[config.mk]
export PLATFORM = sky130hd
export DESIGN_NAME = coin_acceptor
export DESIGN_NICKNAME = d
export VERILOG_FILES = /design/src/rtl/coin_acceptor_pkg.sv /design/src/rtl/coin_sync.sv /design/src/rtl/coin_acceptor.sv
export SDC_FILE = /design/constraint.sdc
export NUM_CORES = 1
export LEC_CHECK = 0
export CAP_MARGIN = 20
export CELL_PAD_IN_SITES_DETAIL_PLACEMENT = 1
export CELL_PAD_IN_SITES_GLOBAL_PLACEMENT = 2
export CORE_MARGIN = 5
export CORE_UTILIZATION = 35
export DETAILED_ROUTE_END_ITERATION = 8
export MAX_ROUTING_LAYER = met4
export PLACE_DENSITY = 0.8
export SYNTH_ARGS = -nofsm -noshare
export SYNTH_HDL_FRONTEND = slang
export SYNTH_SLANG_ARGS = --single-unit
[constraint.sdc]
create_clock -name clk -period 2.4 [get_ports clk]
set_input_delay 0.24 -clock clk [delete_from_list [all_inputs] [get_ports clk]]
set_output_delay 0.24 -clock clk [all_outputs]
set_load 0.02 [all_outputs]
[src/rtl/coin_acceptor_pkg.sv]
`default_nettype none
// ============================================================================
// Module      : coin_acceptor_pkg
// Description : Shared vending definitions: coin codes, coin-acceptor FSM
//               state encoding and a saturating-increment helper.
// Revision    : 1.0 - initial release
// ============================================================================
package coin_acceptor_pkg;

   // Coin codes exchanged with the vending FSM; 2'b11 is never produced.
   typedef enum logic [1:0] {
      COIN_NONE = 2'b00,
      COIN_5    = 2'b01,
      COIN_10   = 2'b10
   } coin_t;

   // Coin-acceptor FSM states.
   typedef enum logic [2:0] {
      ST_IDLE   = 3'd0,
      ST_QUAL   = 3'd1,
      ST_HOLD   = 3'd2,
      ST_PEND   = 3'd3,
      ST_REJ    = 3'd4,
      ST_SETTLE = 3'd5
   } state_t;

   // Increment that sticks at all-ones instead of wrapping.
   function automatic logic [7:0] sat_inc(input logic [7:0] v);
      return (v == 8'hFF) ? v : v + 8'd1;
   endfunction

endpackage
`default_nettype wire

[src/rtl/coin_sync.sv]
`default_nettype none
// ============================================================================
// Module      : coin_sync
// Description : Two-flop synchronizer for one raw asynchronous sensor bit.
// Revision    : 1.0 - initial release
// ============================================================================
module coin_sync (
   input  logic clk,
   input  logic rst,
   input  logic i_d,
   output logic o_q
);

   logic r_meta;
   logic r_sync;

   // Two-stage capture of the raw level; reset clears both stages.
   always_ff @(posedge clk or negedge rst) begin
      if (!rst) begin
         r_meta <= 1'b0;
         r_sync <= 1'b0;
      end else begin
         r_meta <= i_d;
         r_sync <= r_meta;
      end
   end

   assign o_q = r_sync;

endmodule
`default_nettype wire

[src/rtl/coin_acceptor.sv]
`default_nettype none
// ============================================================================
// Module      : coin_acceptor
// Description : Debounces two coin-chute sensors, classifies the coin,
//               detects jams and double-sensor events, and hands exactly one
//               coin code per accepted coin to the vending FSM.
// Revision    : 1.0 - initial release
// ============================================================================
module coin_acceptor
   import coin_acceptor_pkg::*;
#(
   parameter int DEB_CYCLES = 4,
   parameter int MAX_CYCLES = 64
) (
   input  logic       clk,
   input  logic       rst,
   input  logic       sens_5,
   input  logic       sens_10,
   input  logic       accept,
   output logic [1:0] coin,
   output logic       reject,
   output logic       jam,
   output logic       busy
);

   localparam logic [7:0] c_DEB_CNT = 8'(DEB_CYCLES);
   localparam logic [7:0] c_MAX_CNT = 8'(MAX_CYCLES);

   // Synchronized sensor levels; the FSM never looks at the raw inputs.
   logic w_s5;
   logic w_s10;

   coin_sync u_sync_5 (
      .clk (clk),
      .rst (rst),
      .i_d (sens_5),
      .o_q (w_s5)
   );

   coin_sync u_sync_10 (
      .clk (clk),
      .rst (rst),
      .i_d (sens_10),
      .o_q (w_s10)
   );

   state_t     r_state;
   logic [7:0] r_cnt;
   coin_t      r_type;
   coin_t      r_coin;
   logic       r_reject;
   logic       r_jam;
   logic       r_busy;

   state_t     w_state_nx;
   logic [7:0] w_cnt_nx;
   coin_t      w_type_nx;
   coin_t      w_coin_nx;
   logic       w_reject_nx;
   logic       w_jam_nx;
   logic [7:0] w_inc;
   logic       w_mine;
   logic       w_other;

   // "mine" is the sensor of the latched coin type, "other" the opposite one.
   assign w_inc   = sat_inc(r_cnt);
   assign w_mine  = (r_type == COIN_10) ? w_s10 : w_s5;
   assign w_other = (r_type == COIN_10) ? w_s5  : w_s10;

   // State, counter and output registers; outputs are computed one cycle ahead.
   always_ff @(posedge clk or negedge rst) begin
      if (!rst) begin
         r_state  <= ST_IDLE;
         r_cnt    <= 8'd0;
         r_type   <= COIN_NONE;
         r_coin   <= COIN_NONE;
         r_reject <= 1'b0;
         r_jam    <= 1'b0;
         r_busy   <= 1'b0;
      end else begin
         r_state  <= w_state_nx;
         r_cnt    <= w_cnt_nx;
         r_type   <= w_type_nx;
         r_coin   <= w_coin_nx;
         r_reject <= w_reject_nx;
         r_jam    <= w_jam_nx;
         r_busy   <= (w_state_nx != ST_IDLE);
      end
   end

   // Next-state and next-output decode.
   always_comb begin
      w_state_nx  = r_state;
      w_cnt_nx    = r_cnt;
      w_type_nx   = r_type;
      w_coin_nx   = COIN_NONE;
      w_reject_nx = 1'b0;
      w_jam_nx    = r_jam;

      case (r_state)
         ST_IDLE: begin
            if (w_s5 && w_s10) begin
               w_state_nx = ST_REJ;
               w_cnt_nx   = 8'd0;
            end else if (w_s5 || w_s10) begin
               w_state_nx = ST_QUAL;
               w_type_nx  = w_s10 ? COIN_10 : COIN_5;
               w_cnt_nx   = 8'd1;
            end
         end

         ST_QUAL: begin
            if (w_other) begin
               w_state_nx = ST_REJ;
            end else if (!w_mine) begin
               // Too short to be a coin: drop it silently.
               w_state_nx = ST_IDLE;
               w_cnt_nx   = 8'd0;
            end else begin
               w_cnt_nx = w_inc;
               if (w_inc >= c_DEB_CNT) begin
                  w_state_nx = ST_HOLD;
               end
            end
         end

         ST_HOLD: begin
            if (w_other) begin
               w_state_nx = ST_REJ;
            end else if (!w_mine) begin
               w_state_nx = r_jam ? ST_REJ : ST_PEND;
            end else begin
               w_cnt_nx = w_inc;
               if (w_inc >= c_MAX_CNT) begin
                  w_jam_nx = 1'b1;
               end
            end
         end

         ST_PEND: begin
            // Sensors are ignored while the vending FSM is busy.
            if (accept) begin
               w_coin_nx  = r_type;
               w_state_nx = ST_SETTLE;
               w_cnt_nx   = 8'd0;
            end
         end

         ST_REJ: begin
            w_reject_nx = 1'b1;
            w_jam_nx    = 1'b0;
            w_state_nx  = ST_SETTLE;
            w_cnt_nx    = 8'd0;
         end

         ST_SETTLE: begin
            // Require a quiet chute for DEB_CYCLES consecutive samples.
            if (w_s5 || w_s10) begin
               w_cnt_nx = 8'd0;
            end else if (w_inc >= c_DEB_CNT) begin
               w_state_nx = ST_IDLE;
               w_cnt_nx   = 8'd0;
            end else begin
               w_cnt_nx = w_inc;
            end
         end

         default: begin
            w_state_nx = ST_IDLE;
            w_cnt_nx   = 8'd0;
         end
      endcase
   end

   assign coin   = r_coin;
   assign reject = r_reject;
   assign jam    = r_jam;
   assign busy   = r_busy;

endmodule
`default_nettype wire

---- Word level (Yosys, flattened, before mapping) ----
Index checks and enable logic that the tools add are counted.
operators by class
  mux-type cells .......................... 33
  reductions and logical operators ........ 8
  equality and inequality tests ........... 13
  $add $sub $neg .......................... 1
  order comparisons ....................... 2
  bitwise logic cells ..................... 1
operators with widths
  cell                                                 count
  2-to-1 mux 8 bit                                     10
  case mux 8 bit (5 select lines)                      1
  2-to-1 mux 3 bit                                     11
  case mux 3 bit (6 select lines)                      1
  != test 2 bit, second input constant                 5
  adder 8 x 1 -> 8 bit, second input constant          1
  == test 8 bit, second input constant                 1
  >= comparator 8 x 3 -> 1 bit, second input constant  1
  >= comparator 8 x 7 -> 1 bit, second input constant  1
  == test 3 x 2 -> 1 bit, second input constant        2
  == test 3 bit, second input constant                 2
  2-to-1 mux 1 bit                                     6
  2-to-1 mux 2 bit                                     3
  AND reduction 5 bit                                  1
  AND reduction 4 bit                                  1
  == test 3 x 1 -> 1 bit, second input constant        1
  zero test 3 bit                                      1
  != test 3 bit, second input constant                 1
  AND reduction 3 bit                                  1
  nonzero test 3 bit                                   1
  == test 2 bit, second input constant                 1
  case mux 1 bit (2 select lines)                      1
  nonzero test 2 bit                                   1
  logical AND 1 bit                                    1
  2 further kinds                                      2
word-level totals
  bits in registers ....................... 22
  output and inout port bits .............. 5
  input bits .............................. 5
  word-level logic and storage cells ...... 69

---- Longest topological paths before layout ----
Gate-level depths: netlist of run 1.
  depth in word-level cells ............... 8
  depth in mapped cells ................... 8
  mapped depth without buffers ............ 7

---- Cells and area by module ----
Synthesis of run 1 repeated with hierarchy kept, for this count alone.
second synthesis, totals
  cell total of the unflattened synthesis .. 136
  area total of the unflattened synthesis .. 1312.5 µm²
by module, submodules not included
  module         times used  sequential area each (µm²)  area each (µm²)  cells each
  coin_acceptor  1           450.4                       1212.4           132
  coin_sync      2           50.0                        50.0             2

---- Least setup slack after synthesis of run 1 ----
Ideal clock, no wire load.
  path kind ............................... register to register
  start point ............................. register r_cnt[0]
  end point ............................... register r_cnt[5]
  slack ................................... 0.493 ns
  buffers on the path ..................... 1
  arrival ................................. 1.825 ns
  period minus slack after synthesis ...... 1.907 ns
  data required time ...................... 2.318 ns
  setup time .............................. 0.082 ns
  stages on the path, launching flop included .. 8
  cell sequence ........................... dfrtp_1 > ha_1 > and4_1 > buf_6 > a211o_1 > a22oi_4 > a211oi_1 > o22ai_1
on the way
  cells in the longest elaborated chain, start to end .. 6
  elaborated cells between the ends (all ways) .. 11
  classes of those cells .................. add/sub: 1; order compare: 1; eq/ne: 1; mux: 8
RTL lines
  what                                                   line                     text
  from (decl)                                            coin_acceptor.sv:48      logic [7:0] r_cnt;
  from (signal assigned)                                 coin_acceptor.sv:82      r_cnt <= w_cnt_nx;
  adder 8 x 1 -> 8 bit or == test 8 bit (tied branches)  coin_acceptor_pkg.sv:29  return (v == 8'hFF) ? v : v + 8'd1;
  2-to-1 mux 8 bit (*)                                   coin_acceptor_pkg.sv:29
  >= comparator 8 x 3 -> 1 bit                           coin_acceptor.sv:160     end else if (w_inc >= c_DEB_CNT) begin
  2-to-1 mux 8 bit                                       coin_acceptor.sv:160
  2-to-1 mux 8 bit                                       coin_acceptor.sv:158     if (w_s5 || w_s10) begin
  case mux 8 bit (5 select lines) (*)                    coin_acceptor.sv:100     case (r_state)
Mark *: on every way between the ends. The rest lies on a longest branch, timed or not. The select of a mux whose other input is x is not followed.
A chain may end at the register's enable or synchronous reset.

---- Worst setup path in the final report of run 1 ----
Same ends and word-level chain as after synthesis.

==> impl_results.md, run 1 <==
* Compound-Gate Fraction of Synth Area at 26.0%
* First-pass GRT wire length at 5730 µm
* IO Count at 10
* Via density at 5.76
* Critical path launch point type: flip-flop
* Worst setup slack after layout at 0.307 ns
* Met2 Resource Use GR at 22.1%
* Ys flop type: dfrtp_1
* Final Core Density at 41.8%
* GR Overflow Total at 0
* Final Setup Violations at 0
* Clk_lat worst skew at 0.26 ns
* Largest cells by area after synthesis: dfrtp_1, a21oi_1, nand2_1, nor2_1, ha_1
* R2R Setup Slk at 0.31 ns
* Fill cell count at 437
* Share of the synthesized area in the top cell type at 40.1%
* Post-Synth Adder-Cell Area at 2.74%
* P per Cell Area at 665 mW/mm²
* N_diodes at 0
* Clock transition at path regs at 0.08 ns
* Final Skew at 0.00890 ns
* Critical path required time at 2.58 ns
* Critical-path maximum fanout at 8
* # DRC at 0
* #FFs+latches synth at 22
* DRT iter0 DRCs at 31
* Count leader, synth: dfrtp_1
* Synth Instances at 157
* R2R Path Start: r_cnt[0]$_DFFE_PN0P_
* EDFF count, synth at 0
* Sequential element share of the synthesized area at 40.1%
* CP endpoint kind: flip-flop
* CTS tree: built
* Tmin final at 2.09 ns
* DPL Wire Length at 2560 µm
* Cts bufs inserted at 3
* Final Hold Viols at 0
* Largest net degree at the start of global routing at 23
* Mean Syn Cell Area at 8.73 µm²
* Fmax at 478 MHz
* Vias in the first global route at 1155
* DR WL/cell at 16.3 µm
* Fin. max-slew vios at 0
* Area of the core at 0.00372 mm²
* Synth cell types at 49
* Largest family of logic cells by synthesized area: compound AO/OA/AOI/OAI gates
* Outcome: completed
* Routability Congestion at 0.835
* Yosys top cell by area: dfrtp_1
* Htree depth at 1
* Synth warn at 0
* Layout cell share with drive strength beyond 1 at 8.02%
* # clock sinks at 22
* Setup Fix Bufs, Post-CTS at 0
* Max VDD drop at 0.389 mV
* Die X at 72.6 µm
* R2R depth at 6
* Mux share of post-synthesis cell area at 0.730%
* Post-synthesis net count at 165
* Post-Route WL at 3430 µm
* Crit path DAT at 2.28 ns
* M3 GR Usage at 3.31%
* Number of max-cap violations at 0
* Initial antenna violation count at 0
* Max clock buf depth at 2
* Cts repair resizes at 0
* Final worst-path cycle share at 87.2%
* Starting density of the core at 36.9%
* Reg-to-reg critical path endpoint: r_cnt[5]$_DFFE_PN0P_
* Fraction of registers with async set/reset at 100%
* Met1 GRT Util at 18.8%
* Post-synthesis xor/xnor area fraction at 0.639%
* Rows at 22
* DRT Pass-1 Iters at 4
* Die ar. at 0.00527 mm²
* Unrepaired setup endpoints after global routing: false
* Simple-gate share of the synthesized area at 23.4%
* Port bufs at 9
* Worst Max-Slew Pin Slew at 0.636 ns
* Die Span Y at 72.6 µm
* Hold-fix buffers at CTS at 0
* Detail Route Antenna Nets at 0
* Grt peak-use layer: met2
* Top cells by count, synth: dfrtp_1, a21oi_1, nand2_1, nor2_1
* Cell area after synthesis at 0.00137 mm²
* Crit Path Class: flip-flop to flip-flop
* Hold/Removal Path Class: primary input to async pin
* Nets at 171
* Layout area overhead at 13.1%
* Gr usage total at 14.1%
* Setup_tns at 0 ns
* Vias post-DR at 1210
* Place WS at 0.345 ns
* Leakage power at 0.595 nW
* Root Driver: clkbuf_8
* Rel. slew slack at 57.0%
==> placed cells by master, fill, tap and decap left out, types with 4 or more instances in the layout <==
cell | synthesis | final
clkdlybuf4s50_1 | 0 | 9
a21oi_1 | 16 | 16
nand2_1 | 15 | 15
nand3_1 | 4 | 4
nor3_1 | 5 | 5
and4_1 | 4 | 4
o22ai_1 | 4 | 4
nor2_1 | 11 | 11
inv_1 | 7 | 7
a31oi_1 | 4 | 4
nor2b_1 | 4 | 4
o21ai_0 | 7 | 7
nand4_1 | 4 | 4
dfrtp_1 | 22 | 22
==> critical path, stage by stage (launching register included) <==
cell	delay, ns
dfrtp_1	0.44
ha_1	0.31
and4_1	0.31
a211o_1	0.36
a22oi_4	0.28
a211oi_1	0.12
o22ai_1	0.20
==> how the worst max path moves through the flow <==
stage | start | endpoint | slack, ns | depth (start not counted)
6_report | r_cnt[0]$_DFFE_PN0P_ | r_cnt[5]$_DFFE_PN0P_ | 0.31 | 6
5_1_grt | r_cnt[0]$_DFFE_PN0P_ | r_cnt[5]$_DFFE_PN0P_ | 0.24 | 6
4_1_cts | r_cnt[0]$_DFFE_PN0P_ | r_cnt[5]$_DFFE_PN0P_ | 0.32 | 6
3_5_place_dp | r_cnt[0]$_DFFE_PN0P_ | r_cnt[5]$_DFFE_PN0P_ | 0.34 | 6
3_3_place_gp | r_cnt[0]$_DFFE_PN0P_ | r_cnt[5]$_DFFE_PN0P_ | 0.45 | 6
2_1_floorplan | r_cnt[0]$_DFFE_PN0P_ | r_cnt[5]$_DFFE_PN0P_ | 0.49 | 7
==> layer usage <==
layer	routed length, µm	up-vias
met5	0	-
li1	-	597
met3	103	2
met4	18	0
met2	1620	18
met1	1690	593
==> report_power, final <==
part           internal (mW)  switching, mW
Combinational         0.0949          0.130
Clock                  0.223          0.120
Sequential             0.401         0.0629
Total                  0.719          0.313
==> kinds of logic (layout without fill, tap and decap cells) <==
group,Yosys count,after routing
AO/OA/AOI/OAI,53,53
buffers and inverters,18,23
flip-flops,22,22
multiplexers,1,1
adder cells (fa/ha/maj),3,3
XOR/XNOR,1,1
AND/OR/NAND/NOR,59,59
==> flip-flops by register name, summed over array words and instances, names as in the netlist, 2 cells and up <==
signal	count
r_cnt	8
coin	2
r_state	3
r_type	2
==> area by class of cell <==
type / count / area, µm² / share of cell area [%]
Tap cell: 48 / 60.1 / 3.87
Clock buffer: 3 / 41.3 / 2.66
Timing Repair Buffer: 11 / 105 / 6.77
Multi-Input combinational cell: 117 / 734 / 47.3
Inverter: 8 / 30.0 / 1.94
Clock inverter: 1 / 30.0 / 1.94
Sequential cell: 22 / 551 / 35.5
==> per-stage QoR <==
| step | area, µm² | hold WS (ns) | cells | total power [mW] |
|---|---|---|---|---|
| final | 1550 | 0.326 | 210 | 1.03 |
| after global routing | 1550 | 0.360 | 210 | 1.10 |
| after CTS | 1550 | 0.332 | 210 | 1.05 |
| after detailed placement | 1480 | 0.336 | 206 | 0.696 |
| after global placement | 1480 | 0.334 | 206 | 0.688 |
| after floorplan | 1370 | -0.0556 | 157 | 0.621 |
(Power assumes the default switching activity.)
==> inputs of run 2 (changes only) <==
CTS_CLUSTER_DIAMETER = 120   (was default)
==> results of run 2 <==
No change in the layout: final DEF, timing and power equal those of run 1.
==> inputs of run 3 (changes only) <==
HOLD_SLACK_MARGIN = 0.08   (was default)
==> results of run 3 <==
No change in the layout: final DEF, timing and power equal those of run 1.
